$ cat src/rtl/display_scan_7seg_pkg.sv
// ---------------------------------------------------------------------------
// display_scan_7seg_pkg
// Shared constants for the 6-digit multiplexed 7-segment driver.
//   NUM_DIG_DEF : default number of scanned digits
//   SEG_*       : active-low {g,f,e,d,c,b,a} patterns for 0-9, dash and off
// ---------------------------------------------------------------------------
package display_scan_7seg_pkg;

  localparam int NUM_DIG_DEF = 6;

  localparam logic [6:0] SEG_0    = 7'h40;
  localparam logic [6:0] SEG_1    = 7'h79;
  localparam logic [6:0] SEG_2    = 7'h24;
  localparam logic [6:0] SEG_3    = 7'h30;
  localparam logic [6:0] SEG_4    = 7'h19;
  localparam logic [6:0] SEG_5    = 7'h12;
  localparam logic [6:0] SEG_6    = 7'h02;
  localparam logic [6:0] SEG_7    = 7'h78;
  localparam logic [6:0] SEG_8    = 7'h00;
  localparam logic [6:0] SEG_9    = 7'h10;
  localparam logic [6:0] SEG_DASH = 7'h3F;
  localparam logic [6:0] SEG_OFF  = 7'h7F;

endpackage

$ cat src/rtl/display_scan_7seg_seg7_decode.sv
// ---------------------------------------------------------------------------
// seg7_decode
// Combinational BCD nibble to active-low 7-segment pattern.
// Ports:
//   i_nib : 4-bit digit value
//   o_seg : {g,f,e,d,c,b,a}, active-low; 10-15 show a dash
// ---------------------------------------------------------------------------
module seg7_decode
  import display_scan_7seg_pkg::*;
(
  input  logic [3:0] i_nib,
  output logic [6:0] o_seg
);

  always_comb begin
    o_seg = SEG_DASH;
    case (i_nib)
      4'd0:    o_seg = SEG_0;
      4'd1:    o_seg = SEG_1;
      4'd2:    o_seg = SEG_2;
      4'd3:    o_seg = SEG_3;
      4'd4:    o_seg = SEG_4;
      4'd5:    o_seg = SEG_5;
      4'd6:    o_seg = SEG_6;
      4'd7:    o_seg = SEG_7;
      4'd8:    o_seg = SEG_8;
      4'd9:    o_seg = SEG_9;
      default: o_seg = SEG_DASH;
    endcase
  end

endmodule

$ cat src/rtl/display_scan_7seg.sv
// ---------------------------------------------------------------------------
// display_scan_7seg
// Time-multiplexed driver for a common-anode 7-segment display. Takes a
// tear-free snapshot of the packed BCD word once per frame and scans one
// digit per DIV-cycle slot, with optional leading-zero blanking.
// Ports:
//   clk      : system clock, rising edge
//   rst      : asynchronous active-high reset
//   dres     : packed BCD digits, digit 0 (units) in [3:0]
//   blank_en : 1 = suppress leading zeros (sampled live, not snapshotted)
//   an       : digit enables, active-low, at most one low
//   seg      : {g,f,e,d,c,b,a}, active-low
//   frame_tk : one-cycle pulse on the edge a new snapshot is loaded
// ---------------------------------------------------------------------------
module display_scan_7seg
  import display_scan_7seg_pkg::*;
#(
  parameter int NUM_DIG = NUM_DIG_DEF,
  parameter int DIV     = 50000
) (
  input  logic                 clk,
  input  logic                 rst,
  input  logic [4*NUM_DIG-1:0] dres,
  input  logic                 blank_en,
  output logic [NUM_DIG-1:0]   an,
  output logic [6:0]           seg,
  output logic                 frame_tk
);

  localparam int CNT_W = $clog2(DIV);
  localparam int IDX_W = (NUM_DIG > 1) ? $clog2(NUM_DIG) : 1;
  localparam logic [CNT_W-1:0] CNT_MAX = CNT_W'(DIV - 1);
  localparam logic [IDX_W-1:0] IDX_MAX = IDX_W'(NUM_DIG - 1);

  logic [CNT_W-1:0]     r_cnt;
  logic [IDX_W-1:0]     r_idx;
  logic [4*NUM_DIG-1:0] r_snap;
  logic                 r_load_pend;
  logic [NUM_DIG-1:0]   r_an;
  logic [6:0]           r_seg;
  logic                 r_frame_tk;

  logic                 w_tick;
  logic                 w_load;
  logic [3:0]           w_nib;
  logic [6:0]           w_seg;
  logic [NUM_DIG-1:0]   w_lz;
  logic                 w_blank;
  logic [NUM_DIG-1:0]   w_an;

  assign w_tick = (r_cnt == CNT_MAX);
  assign w_load = r_load_pend || (w_tick && (r_idx == IDX_MAX));

  always_comb begin
    w_nib = '0;
    for (int i = 0; i < NUM_DIG; i++) begin
      if (r_idx == IDX_W'(i)) w_nib = r_snap[4*i +: 4];
    end
  end

  // w_lz[i] = 1 when nibbles i..NUM_DIG-1 are all zero (a leading-zero run
  // reaching down to digit i). Any non-zero value, including invalid BCD,
  // breaks the run.
  always_comb begin
    logic acc;
    acc  = 1'b1;
    w_lz = '0;
    for (int i = NUM_DIG - 1; i >= 0; i--) begin
      acc     = acc && (r_snap[4*i +: 4] == 4'd0);
      w_lz[i] = acc;
    end
  end

  assign w_blank = blank_en && (r_idx != '0) && w_lz[r_idx];
  assign w_an    = ~(NUM_DIG'(1) << r_idx);

  seg7_decode u_dec (
    .i_nib (w_nib),
    .o_seg (w_seg)
  );

  always_ff @(posedge clk or posedge rst) begin
    if (rst) begin
      r_cnt       <= '0;
      r_idx       <= '0;
      r_snap      <= '0;
      r_load_pend <= 1'b1;
      r_an        <= '1;
      r_seg       <= SEG_OFF;
      r_frame_tk  <= 1'b0;
    end else begin
      r_cnt       <= w_tick ? '0 : r_cnt + CNT_W'(1);
      if (w_tick) r_idx <= (r_idx == IDX_MAX) ? '0 : r_idx + IDX_W'(1);
      r_load_pend <= 1'b0;
      r_frame_tk  <= w_load;
      if (w_load) r_snap <= dres;
      r_an        <= w_blank ? '1 : w_an;
      r_seg       <= w_blank ? SEG_OFF : w_seg;
    end
  end

  assign an       = r_an;
  assign seg      = r_seg;
  assign frame_tk = r_frame_tk;

endmodule

$ cat config.mk
export PLATFORM = sky130hd
export DESIGN_NAME = display_scan_7seg
export DESIGN_NICKNAME = d
export VERILOG_FILES = /design/src/rtl/display_scan_7seg_pkg.sv /design/src/rtl/display_scan_7seg_seg7_decode.sv /design/src/rtl/display_scan_7seg.sv
export SDC_FILE = /design/constraint.sdc
export NUM_CORES = 1
export LEC_CHECK = 0
export CAP_MARGIN = 20
export CORE_MARGIN = 2
export CORE_UTILIZATION = 54
export DETAILED_ROUTE_END_ITERATION = 12
export GPL_ROUTABILITY_DRIVEN = 0
export PLACE_DENSITY = 0.88
export SLEW_MARGIN = 20
export SYNTH_ARGS = -nofsm -noshare
export SYNTH_HDL_FRONTEND = slang
export SYNTH_SLANG_ARGS = --single-unit
$ cat constraint.sdc
create_clock -name clk -period 3.66 [get_ports clk]
set_input_delay 0.915 -clock clk [delete_from_list [all_inputs] [get_ports clk]]
set_output_delay 0.915 -clock clk [all_outputs]
set_load 0.01 [all_outputs]
## Word level (Yosys, flattened, before mapping)

Memory sizes are Yosys's and may differ from the RTL's.
Index checks and enable logic that the tools add are counted.

- Input bits: 27
- Logic and storage cells: 48
- Output and inout port bits: 14
- Memories: 1
- ROM bits: 112
- Register bits: 58

Memory list:

| memory | words | bits a word | rd ports | clocked after Yosys merged registers in | wr ports | line | source |
|---|---|---|---|---|---|---|---|
| (name not given) | 16 | 7 | 1 | 0 | 0 | display_scan_7seg_seg7_decode.sv:17 | `case (i_nib)` |

- Reduce and logical (&&, ||, !) cells: 17
- Bitwise logic cells: 1
- Equal/unequal tests: 6
- Multiplexer cells: 12
- Shift-type cells: 1
- Order comparisons: 1
- $add $sub $neg: 2

Operators by type and width:

| cell | count |
|---|---|
| 4-bit logical NOT | 6 |
| 4-bit two-way mux | 6 |
| 16-bit by 1-bit adder with 16-bit output, second input constant | 1 |
| 16-bit equality test, second input constant | 1 |
| 16-bit two-way mux | 1 |
| 1-bit logical AND | 8 |
| 7-bit two-way mux | 1 |
| 3-bit by 2-bit equality test with 1-bit output, second input constant | 2 |
| 3-bit equality test, second input constant | 2 |
| 6-bit two-way mux | 1 |
| 6-bit NOT | 1 |
| 1-bit by 3-bit << shifter with 6-bit output, first input constant | 1 |
| 3-bit by 4-bit < comparator with 1-bit output, second input constant | 1 |
| 3-bit by 1-bit adder with 3-bit output, second input constant | 1 |
| 1-bit binary-select mux with 3-bit select | 1 |
| 3-bit by 1-bit equality test with 1-bit output, second input constant | 1 |
| 3-bit logical NOT | 1 |
| 3-bit two-way mux | 1 |
| 3-bit nonzero test | 1 |
| 1-bit logical OR | 1 |
| 1-bit two-way mux | 1 |

## Logic depth before layout (Yosys ltp)

Gate-level depths: netlist of the first run.

- Word-level depth: 10
- Gate-level depth with buffers: 11
- Gate-level depth less buffers: 8

## Modules after synthesis

Synthesis of the first run repeated with hierarchy kept, for this count alone.

- Cell total of the unflattened synthesis: 244
- Area total of the unflattened synthesis: 2,936.6 um^2

Modules (own cells, without submodules):

| module | area each (um^2) | seq. area each (um^2) | cells each | times used |
|---|---|---|---|---|
| display_scan_7seg | 2,696.3 | 1,468.9 | 213 | 1 |
| seg7_decode | 240.2 | 0.0 | 31 | 1 |

## Worst setup path after synthesis of the first run

Ideal clock, no wire load.

- Path kind: reg-to-reg
- From: register r_idx[1]
- To: register r_seg[3], in the netlist seg[3]
- Data required time: 3.576 ns
- Library setup time: 0.084 ns
- Path slack: 1.063 ns
- Data arrival time: 2.514 ns
- Stages on the path, launching flop included: 12
- Cell sequence: dfrtp_1 buf_2 buf_2 and2_1 ha_1 buf_1 and3_1 a211oi_1 inv_1 ha_1 a21oi_1 a311o_1

- Longest elaborated chain between the ends: 9

Ends and longest elaborated chain:

| item | line | source |
|---|---|---|
| start, declared | display_scan_7seg.sv:36 | `logic [IDX_W-1:0] r_idx;` |
| start signal, assigned | display_scan_7seg.sv:93 | `if (w_tick) r_idx <= (r_idx == IDX_MAX) ? '0 : r_idx + IDX_W'(1);` |
| 3-bit logical NOT | display_scan_7seg.sv:57 | `if (r_idx == IDX_W'(i)) w_nib = r_snap[4*i +: 4];` |
| 4-bit two-way mux (6 in series) | display_scan_7seg.sv:57 |  |
| memory read 16 x 7 bit | n/a |  |
| 7-bit two-way mux (*) | display_scan_7seg.sv:98 | `r_seg <= w_blank ? SEG_OFF : w_seg;` |
| end signal, assigned | display_scan_7seg.sv:98 |  |
| end, declared | display_scan_7seg.sv:40 | `logic [6:0] r_seg;` |

Mark *: on every way between the ends. The rest lies on a longest branch, timed or not. The select of a mux whose other input is x is not followed.
A chain may end at the register's enable or synchronous reset.

## Final worst setup path of the first run

- From: register r_idx[0]
- To: register r_seg[3], in the netlist seg[3]

Same word-level chain as after synthesis.

==> metrics.txt, run 1 <==
met1 Usage GRT=25.2%; Setup Viol. Count Final=0; Setup Buffers After CTS=0; syn_area_per_cell=11.9 µm²; Tightest Pin Transition=1.02 ns; row count=26; CTS tree=yes; Placeable Area=5040 µm²; share of post-route cells with drive strength above 1=21.6%; Startpoint Class=register; gr busiest metal=met2; initial antenna violation count=0; worst-skew pair later-pin latency=0.33 ns; setup tns final=0 ns; Worst path most repeated cell=ha_1; Die X=75.9 µm; final std cells w/o fill=353; synthesized area=2800 µm²; slowest CP cell=dfrtp_1; leakage=1.51 nW; post-synth cell types=44; Sequential Area=1470 µm²; CP arrival=3.20 ns; commonest non-fill, non-tap cells in the layout=dfrtp_1, clkdlybuf4s50_1, mux2_4, nor2_1; Clock Root Buffer=clkbuf_8; fin crit share=80.4%; Cell Chain, Critical Path=and2_1, ha_1, nor2_1, a211oi_1, inv_1, ha_1, a21oi_1, a311o_1; PortBufs=40; vias per cell=5.45; top post-synthesis cells by area=dfrtp_1, dfstp_2, mux2_4; PwrDens=444 nW/µm²; crit path time final=2.94 ns; routed vias=1,923; Clock transition at path regs=0.07 ns; hold crit path type=register to register; Synth top area share=39.4%; CP Max Fanout=19; most common cell after layout, fill and taps aside=dfrtp_1; Worst slew margin=31.9%; Detailed Route Iter0 Violations=124; Crit. End Element=register; Initial Util=55.4%; remaining antenna violation count=0; max-cap violations=0; number of synthesis warnings=0; chip height=75.9 µm; WL final=5310 µm; area of the multi-input gates=1250 µm²; Seq cells post-synth=58; Syn Nets=264; Mapped Cells=234; # resized after CTS=0; Area growth syn-to-layout=24.1%; Post-CTS Hold Fix Bufs=0; status=finished clean; Post-route DRC=0; clock sink total=58; TritonCTS Buffers=9; Worst path top cell family by delay=compound AO/OA/AOI/OAI gates; final net count=308; post-synthesis sequential area ratio=52.6%; Inst Count DP=337; internal reg-to-reg setup slack=0.72 ns; first-pass GRT wire length=9080 µm; GRT Total Usage=20.3%; vias in the first global route=1,939; CP required=3.92 ns; met2 GRT Util=32.6%; ant diodes=0; GR Util met3=7.26%; largest net degree at the start of global routing=59; die area=5770 µm²; WL per Instance=15.0 µm; Worst path max stage delay=0.71 ns; H-tree lvl count=3; Final Slew Violations=0; global route total overflow=0; fillers=377; dpl hpwl=3700 µm; 1st-pass router iterations=4; maximum VDD drop=0.000325 V; area leader, netlist=dfrtp_1; fmax=340 MHz; Worst Clk Skew=0.0128 ns; Hold Fails Final Rpt=0; RSZ-0062 raised after global routing=false; Buf/Inv on CP=1; I/O pins=41; maximum clock path buffer count=2; Final Power=1.54 mW; crit path kind=register to register
-- cell type report --
cell class                 count  area share, %
tap                           70           2.53
inverter                       7          0.758
sequential                    58           42.4
timing repair buffer          42           12.0
multi-input combinational    160           36.1
clock buffer                  11           4.08
clock inverter                 5           2.24
-- per-stage QoR --
step / setup slack (ns) / hold WS [ns] / area (µm²) / utilization, %
final: 0.718 / 0.489 / 3470 / 68.8
after global routing: 0.439 / 0.520 / 3470 / 68.8
after CTS: 0.740 / 0.494 / 3470 / 68.8
after detailed placement: 0.813 / 0.482 / 3250 / 64.4
after global placement: 0.966 / 0.475 / 3250 / 64.4
after floorplan: 1.06 / 0.453 / 2800 / -
-- synth_stat cells, drive strengths merged --
cell type / instances
dfrtp: 44
mux2: 25
nor2: 19
dfstp: 14
nand2: 14
o21ai: 13
buf: 9
nand3: 9
xor2: 9
mux2i: 8
inv: 7
nor4: 7
a21oi: 5
and3: 5
nor2b: 5
and2: 4
nor3: 4
ha: 3
o211ai: 3
or3: 3
xnor2: 3
nand2b: 2
nand4: 2
or4bb: 2
a2111oi: 1
a211o: 1
a211oi: 1
a21boi: 1
a221o: 1
a22oi: 1
a311o: 1
a311oi: 1
conb: 1
nand3b: 1
nor3b: 1
o211a: 1
o41a: 1
o41ai: 1
or4b: 1
-- per-layer routing --
layer  wire [µm]  share of wire, %  vias up
li1            -                 -      918
met1        2300                43      946
met2        2650                50       51
met3         256               4.8        8
met4          97               1.8        0
met5           0                 0        -
-- power by group --
| group | leakage (nW) | total (mW) | switching (mW) | internal, mW |
|---|---|---|---|---|
| Clock | 0.109 | 0.648 | 0.249 | 0.400 |
| Sequential | 0.689 | 0.718 | 0.0270 | 0.691 |
| Combinational | 0.711 | 0.176 | 0.0706 | 0.105 |
-- state kept, by name, indices dropped and copies added, names as in the netlist --
name         count
frame_tk         1
r_load_pend      1
r_cnt           16
r_idx            3
r_snap          24
seg              7
an               6
-- worst register-to-register path, cell delays in order (launching register included) --
cell,delay [ns]
dfrtp_1,0.71
and2_1,0.24
ha_1,0.33
nor2_1,0.11
a211oi_1,0.59
inv_1,0.15
ha_1,0.33
a21oi_1,0.07
a311o_1,0.34
-- worst paths after layout --
| kind | depth (start not counted) | startpoint | to |
|---|---|---|---|
| worst max-delay path | 8 | r_idx[0]$_DFFE_PP0N_ | seg[3]$_DFF_PP1_ |
| worst min-delay path | 1 | r_cnt[13]$_DFF_PP0_ | r_cnt[13]$_DFF_PP0_ |
| worst max register to register | 8 | r_idx[0]$_DFFE_PP0N_ | seg[3]$_DFF_PP1_ |
| worst min register to register | 1 | r_cnt[13]$_DFF_PP0_ | r_cnt[13]$_DFF_PP0_ |
| max in group asynchronous | 3 | rst | r_cnt[1]$_DFF_PP0_ |
| min in group asynchronous | 3 | rst | r_cnt[10]$_DFF_PP0_ |
-- logic make-up (layout without fill, tap and decap cells) --
group                      count (synthesis)  after routing  share of synthesized area (%)
adders and majority gates                  3              3                           1.34
DFF                                       58             58                           52.6
other                                      1              1                          0.134
xor gates and xnor gates                  12             12                           3.76
AOI/OAI and AO/OA                         32             32                           8.37
muxes                                     33             33                           15.5
buffers and inverters                     16             65                           2.95
and+or+nand+nor                           79             79                           15.4
(Power assumes the default switching activity.)
==> inputs of run 2 (changes only) <==
==> constraint.sdc (replaced) <==
create_clock -name clk -period 2.85 [get_ports clk]
set_input_delay 0.7125 -clock clk [delete_from_list [all_inputs] [get_ports clk]]
set_output_delay 0.7125 -clock clk [all_outputs]
set_load 0.01 [all_outputs]
==> metrics.txt, run 2 (synthesis gave the netlist of run 1 again) <==
Startpoint Class=register; vias in the first global route=1,991; maximum clock path buffer count=2; CTS tree=yes; Final WS setup=0.350 ns; Placeable Area=5040 µm²; Worst Clk Skew=0.0106 ns; 1st-pass router iterations=4; Post-route DRC=0; routed vias=1,954; final net count=313; initial antenna violation count=0; chip height=75.9 µm; remaining antenna violation count=0; Tightest Pin Transition=0.710 ns; PortBufs=40; crit path time final=2.50 ns; maximum VDD drop=0.000357 V; row count=26; worst-skew pair later-pin latency=0.34 ns; Detailed Route Iter0 Violations=153; Sequential Area=1470 µm²; setup tns final=0 ns; Cell Chain, Critical Path=and2_1, ha_1, and3_1, a311oi_1, inv_1, ha_1, a21oi_1, a311o_1; dpl hpwl=3900 µm; first-pass GRT wire length=9340 µm; Largest register FFs=24; Worst path max stage delay=0.53 ns; Crit. End Element=register; Final Slew Violations=0; final core utilization=69.4%; Hold Fails Final Rpt=0; Initial Util=55.4%; Die X=75.9 µm; H-tree lvl count=3; Top reg by flops=r_snap; commonest non-fill, non-tap cells in the layout=dfrtp_1, clkdlybuf4s50_1, mux2_4, nor2_1; Final Power=1.91 mW; Clock transition at path regs=0.07 ns; TritonCTS Buffers=9; most common cell after layout, fill and taps aside=dfrtp_1; CP required=3.11 ns; Setup Buffers After CTS=0; WL final=5380 µm; # resized after CTS=0; status=finished clean; Clock Root Buffer=clkbuf_8; CP Max Fanout=16; CP arrival=2.76 ns; clock sink total=58; RSZ-0062 raised after global routing=false; fin crit share=87.7%; Worst slew margin=52.1%; die area=5770 µm²; ant diodes=0; Setup Slack @ Placement=0.386 ns; slowest CP cell=dfrtp_1; hold crit path type=register to register; Area growth syn-to-layout=25.2%; Setup Viol. Count Final=0; largest net degree at the start of global routing=27; max-cap violations=0; vias per cell=5.46; PwrDens=546 nW/µm²; GRT Total Usage=20.6%; I/O pins=41; leakage=1.53 nW; global route total overflow=0; Post-CTS Hold Fix Bufs=0; fmax=400 MHz; Worst path most repeated cell=ha_1; share of post-route cells with drive strength above 1=22.6%; crit path kind=register to register; area of the multi-input gates=1250 µm²; fillers=380; internal reg-to-reg setup slack=0.35 ns; WL per Instance=15.0 µm
-- run 2: changes by cell type in the layout (fill, tap and decap cells not counted) --
cell	before	now
buf_12	0	1
buf_4	2	6
bufinv_16	2	1
clkbuf_1	1	2
clkbuf_8	10	11
clkinvlp_4	1	0
-- run 2: layout make-up --
cell class / count / share of cell area [%]
Timing Repair Buffer: 47 / 13.3
Inverter: 7 / 0.751
Clock buffer: 13 / 4.54
Multi-Input combinational cell: 160 / 35.8
Sequential cell: 58 / 42.0
Tap cell: 70 / 2.50
Clock inverter: 3 / 1.14
-- run 2: power by group --
part | switching [mW] | total, mW | internal, mW
combinational | 0.0921 | 0.234 | 0.142
clock | 0.304 | 0.753 | 0.449
sequential | 0.0359 | 0.923 | 0.887
total | 0.433 | 1.91 | 1.48
-- run 2: through the flow --
stage	hold WS (ns)	instances	cell area, µm²
floorplan	0.453	234	2800
global placement	0.476	342	3300
detailed placement	0.476	342	3300
CTS	0.485	358	3500
global route	0.521	358	3500
finish	0.484	358	3500
-- run 2: worst paths after layout --
path	from	endpoint	depth (start not counted)
max reg2reg	r_idx[1]$_DFFE_PP0N_	seg[3]$_DFF_PP1_	8
max	r_idx[1]$_DFFE_PP0N_	seg[3]$_DFF_PP1_	8
min in group asynchronous	rst	r_cnt[0]$_DFF_PP0_	2
min reg2reg	r_cnt[0]$_DFF_PP0_	r_cnt[0]$_DFF_PP0_	1
min	r_cnt[0]$_DFF_PP0_	r_cnt[0]$_DFF_PP0_	1
max in group asynchronous	rst	an[4]$_DFF_PP1_	3
-- run 2: metal layers --
layer / share of wire (%) / routed length, µm / GRT usage [%] / vias up
li1: - / - / - / 933
met1: 43 / 2330 / 25.5 / 950
met2: 50 / 2700 / 34.1 / 59
met3: 4.6 / 249 / 5.95 / 12
met4: 2.0 / 108 / 8.55 / 0
met5: 0 / 0 / 0 / -
-- run 2: worst max-delay path: cells and delay by family (launching register included) --
family	cells	cell delay, ns
fa+ha+maj	2	0.60
flops	1	0.53
buf+inv	1	0.11
simple gates	2	0.46
compound gates	3	0.73
==> inputs of run 3 (changes only) <==
--- a/config.mk
+++ b/config.mk
@@ -6,11 +6,13 @@
 export NUM_CORES = 1
 export LEC_CHECK = 0
 export CAP_MARGIN = 20
+export CELL_PAD_IN_SITES_DETAIL_PLACEMENT = 1
+export CELL_PAD_IN_SITES_GLOBAL_PLACEMENT = 2
 export CORE_MARGIN = 2
-export CORE_UTILIZATION = 54
+export CORE_UTILIZATION = 35
 export DETAILED_ROUTE_END_ITERATION = 12
 export GPL_ROUTABILITY_DRIVEN = 0
-export PLACE_DENSITY = 0.88
+export PLACE_DENSITY = 0.86
 export SLEW_MARGIN = 20
 export SYNTH_ARGS = -nofsm -noshare
 export SYNTH_HDL_FRONTEND = slang
==> metrics.txt, run 3 (synthesis gave the netlist of run 1 again) <==
remaining antenna violation count=0; setup tns final=0 ns; global route total overflow=0; row count=32; Clock Root Buffer=clkbuf_8; crit path kind=register to register; status=finished clean; fillers=827; maximum VDD drop=0.000233 V; Hold Fails Final Rpt=0; fin crit share=88.8%; PortBufs=40; commonest non-fill, non-tap cells in the layout=dfrtp_1, clkdlybuf4s50_1, mux2_4, nor2_1; internal reg-to-reg setup slack=0.32 ns; # resized after CTS=0; vias in the first global route=2,100; Final WS setup=0.319 ns; I/O pins=41; hold crit path type=register to register; WL final=6080 µm; RSZ-0062 raised after global routing=false; routed vias=1,937; worst setup path startpoint=r_idx[1]$_DFFE_PP0N_; area of the multi-input gates=1250 µm²; Setup Slack @ Placement=0.371 ns; Area growth syn-to-layout=25.3%; Placeable Area=7730 µm²; clock sink total=58; leakage=1.51 nW; H-tree lvl count=3; Setup Buffers After CTS=0; Worst slew margin=53.0%; maximum clock path buffer count=2; CP required=3.13 ns; Crit. End Element=register; Worst path most repeated cell=and2_1; Setup Viol. Count Final=0; Die X=93.4 µm; initial antenna violation count=0; Startpoint Class=register; die area=8720 µm²; CP Max Fanout=16; reg2reg end=seg[3]$_DFF_PP1_; TritonCTS Buffers=9; Worst Clk Skew=0.00751 ns; Levels on crit path=6; Sequential Area=1470 µm²; origin of the critical flop-to-flop path=r_idx[1]$_DFFE_PP0N_; Buf/Inv on CP=0; PwrDens=521 nW/µm²; final net count=312; R2R cell count=6; chip height=93.4 µm; vias per cell=4.99; Cell Chain, Critical Path=and2_1, ha_1, o21ai_0, a2111oi_4, and2_1, a311o_1; max-cap violations=0; Tightest Pin Transition=0.696 ns; Largest register FFs=24; worst setup path end=seg[3]$_DFF_PP1_; WL per Instance=15.7 µm; slowest CP cell=a2111oi_4; dpl hpwl=4510 µm; CTS tree=yes; first-pass GRT wire length=10,500 µm; Final Slew Violations=0; GRT Total Usage=15.8%; Initial Util=36.2%; Post-route DRC=0; Top reg by flops=r_snap; largest net degree at the start of global routing=35; share of post-route cells with drive strength above 1=22.0%; Worst path max stage delay=0.64 ns; 1st-pass router iterations=4; Detailed Route Iter0 Violations=37; ant diodes=0; crit path time final=2.53 ns; fmax=395 MHz; worst-skew pair later-pin latency=0.34 ns; most common cell after layout, fill and taps aside=dfrtp_1; CP arrival=2.81 ns; Worst path top cell family by delay=compound AO/OA/AOI/OAI gates; Post-CTS Hold Fix Bufs=0; Clock transition at path regs=0.06 ns
run 3: cell count changes in the layout (fill, tap and decap cells not counted):
cell	change
bufinv_16	-1
buf_4	-1
clkinv_2	-1
clkinvlp_4	+1
run 3: layer usage:
metal | up-vias | track usage (%) | share of wire [%]
met4 | 0 | 6.62 | 1.8
met1 | 951 | 20.1 | 46
met3 | 14 | 4.59 | 4.1
met2 | 41 | 25.1 | 48
li1 | 931 | - | -
met5 | - | 0 | 0
run 3: through the flow:
step           cells  hold WS [ns]  power, mW  util [%]  cell area [µm²]
2_1_floorplan    234         0.453       1.06         -             2800
3_3_place_gp     373         0.480       1.17      43.1             3330
3_5_place_dp     373         0.501       1.17      43.1             3330
4_1_cts          388         0.510       1.86      45.3             3500
5_1_grt          388         0.527       1.92      45.3             3500
6_report         388         0.508       1.83      45.3             3500
run 3: power by group:
group	internal, mW	switching [mW]
registers	0.887	0.0354
logic	0.141	0.0930
clock network	0.357	0.313
total	1.38	0.441
run 3: worst min path at each step:
stage | start | endpoint | slack, ns | cells after the start
after detailed placement | r_cnt[10]$_DFF_PP0_ | r_cnt[10]$_DFF_PP0_ | 0.50 | 1
after CTS | r_cnt[10]$_DFF_PP0_ | r_cnt[10]$_DFF_PP0_ | 0.51 | 1
after floorplan | r_cnt[13]$_DFF_PP0_ | r_cnt[13]$_DFF_PP0_ | 0.45 | 1
final | r_cnt[10]$_DFF_PP0_ | r_cnt[10]$_DFF_PP0_ | 0.51 | 1
after global routing | r_cnt[10]$_DFF_PP0_ | r_cnt[10]$_DFF_PP0_ | 0.53 | 1
after global placement | r_cnt[13]$_DFF_PP0_ | r_cnt[13]$_DFF_PP0_ | 0.48 | 1
run 3: layout make-up:
| class | instances | area share, % |
|---|---|---|
| clock buffer | 13 | 4.54 |
| inverter | 7 | 0.750 |
| sequential | 58 | 41.9 |
| tap | 102 | 3.64 |
| clock inverter | 2 | 0.357 |
| timing repair buffer | 46 | 13.1 |
| multi-input combinational | 160 | 35.7 |
run 3: worst reg2reg max path: stages, from the launching register on:
cell	delay [ns]
dfrtp_1	0.62
and2_1	0.22
ha_1	0.34
o21ai_0	0.21
a2111oi_4	0.64
and2_1	0.27
a311o_1	0.18
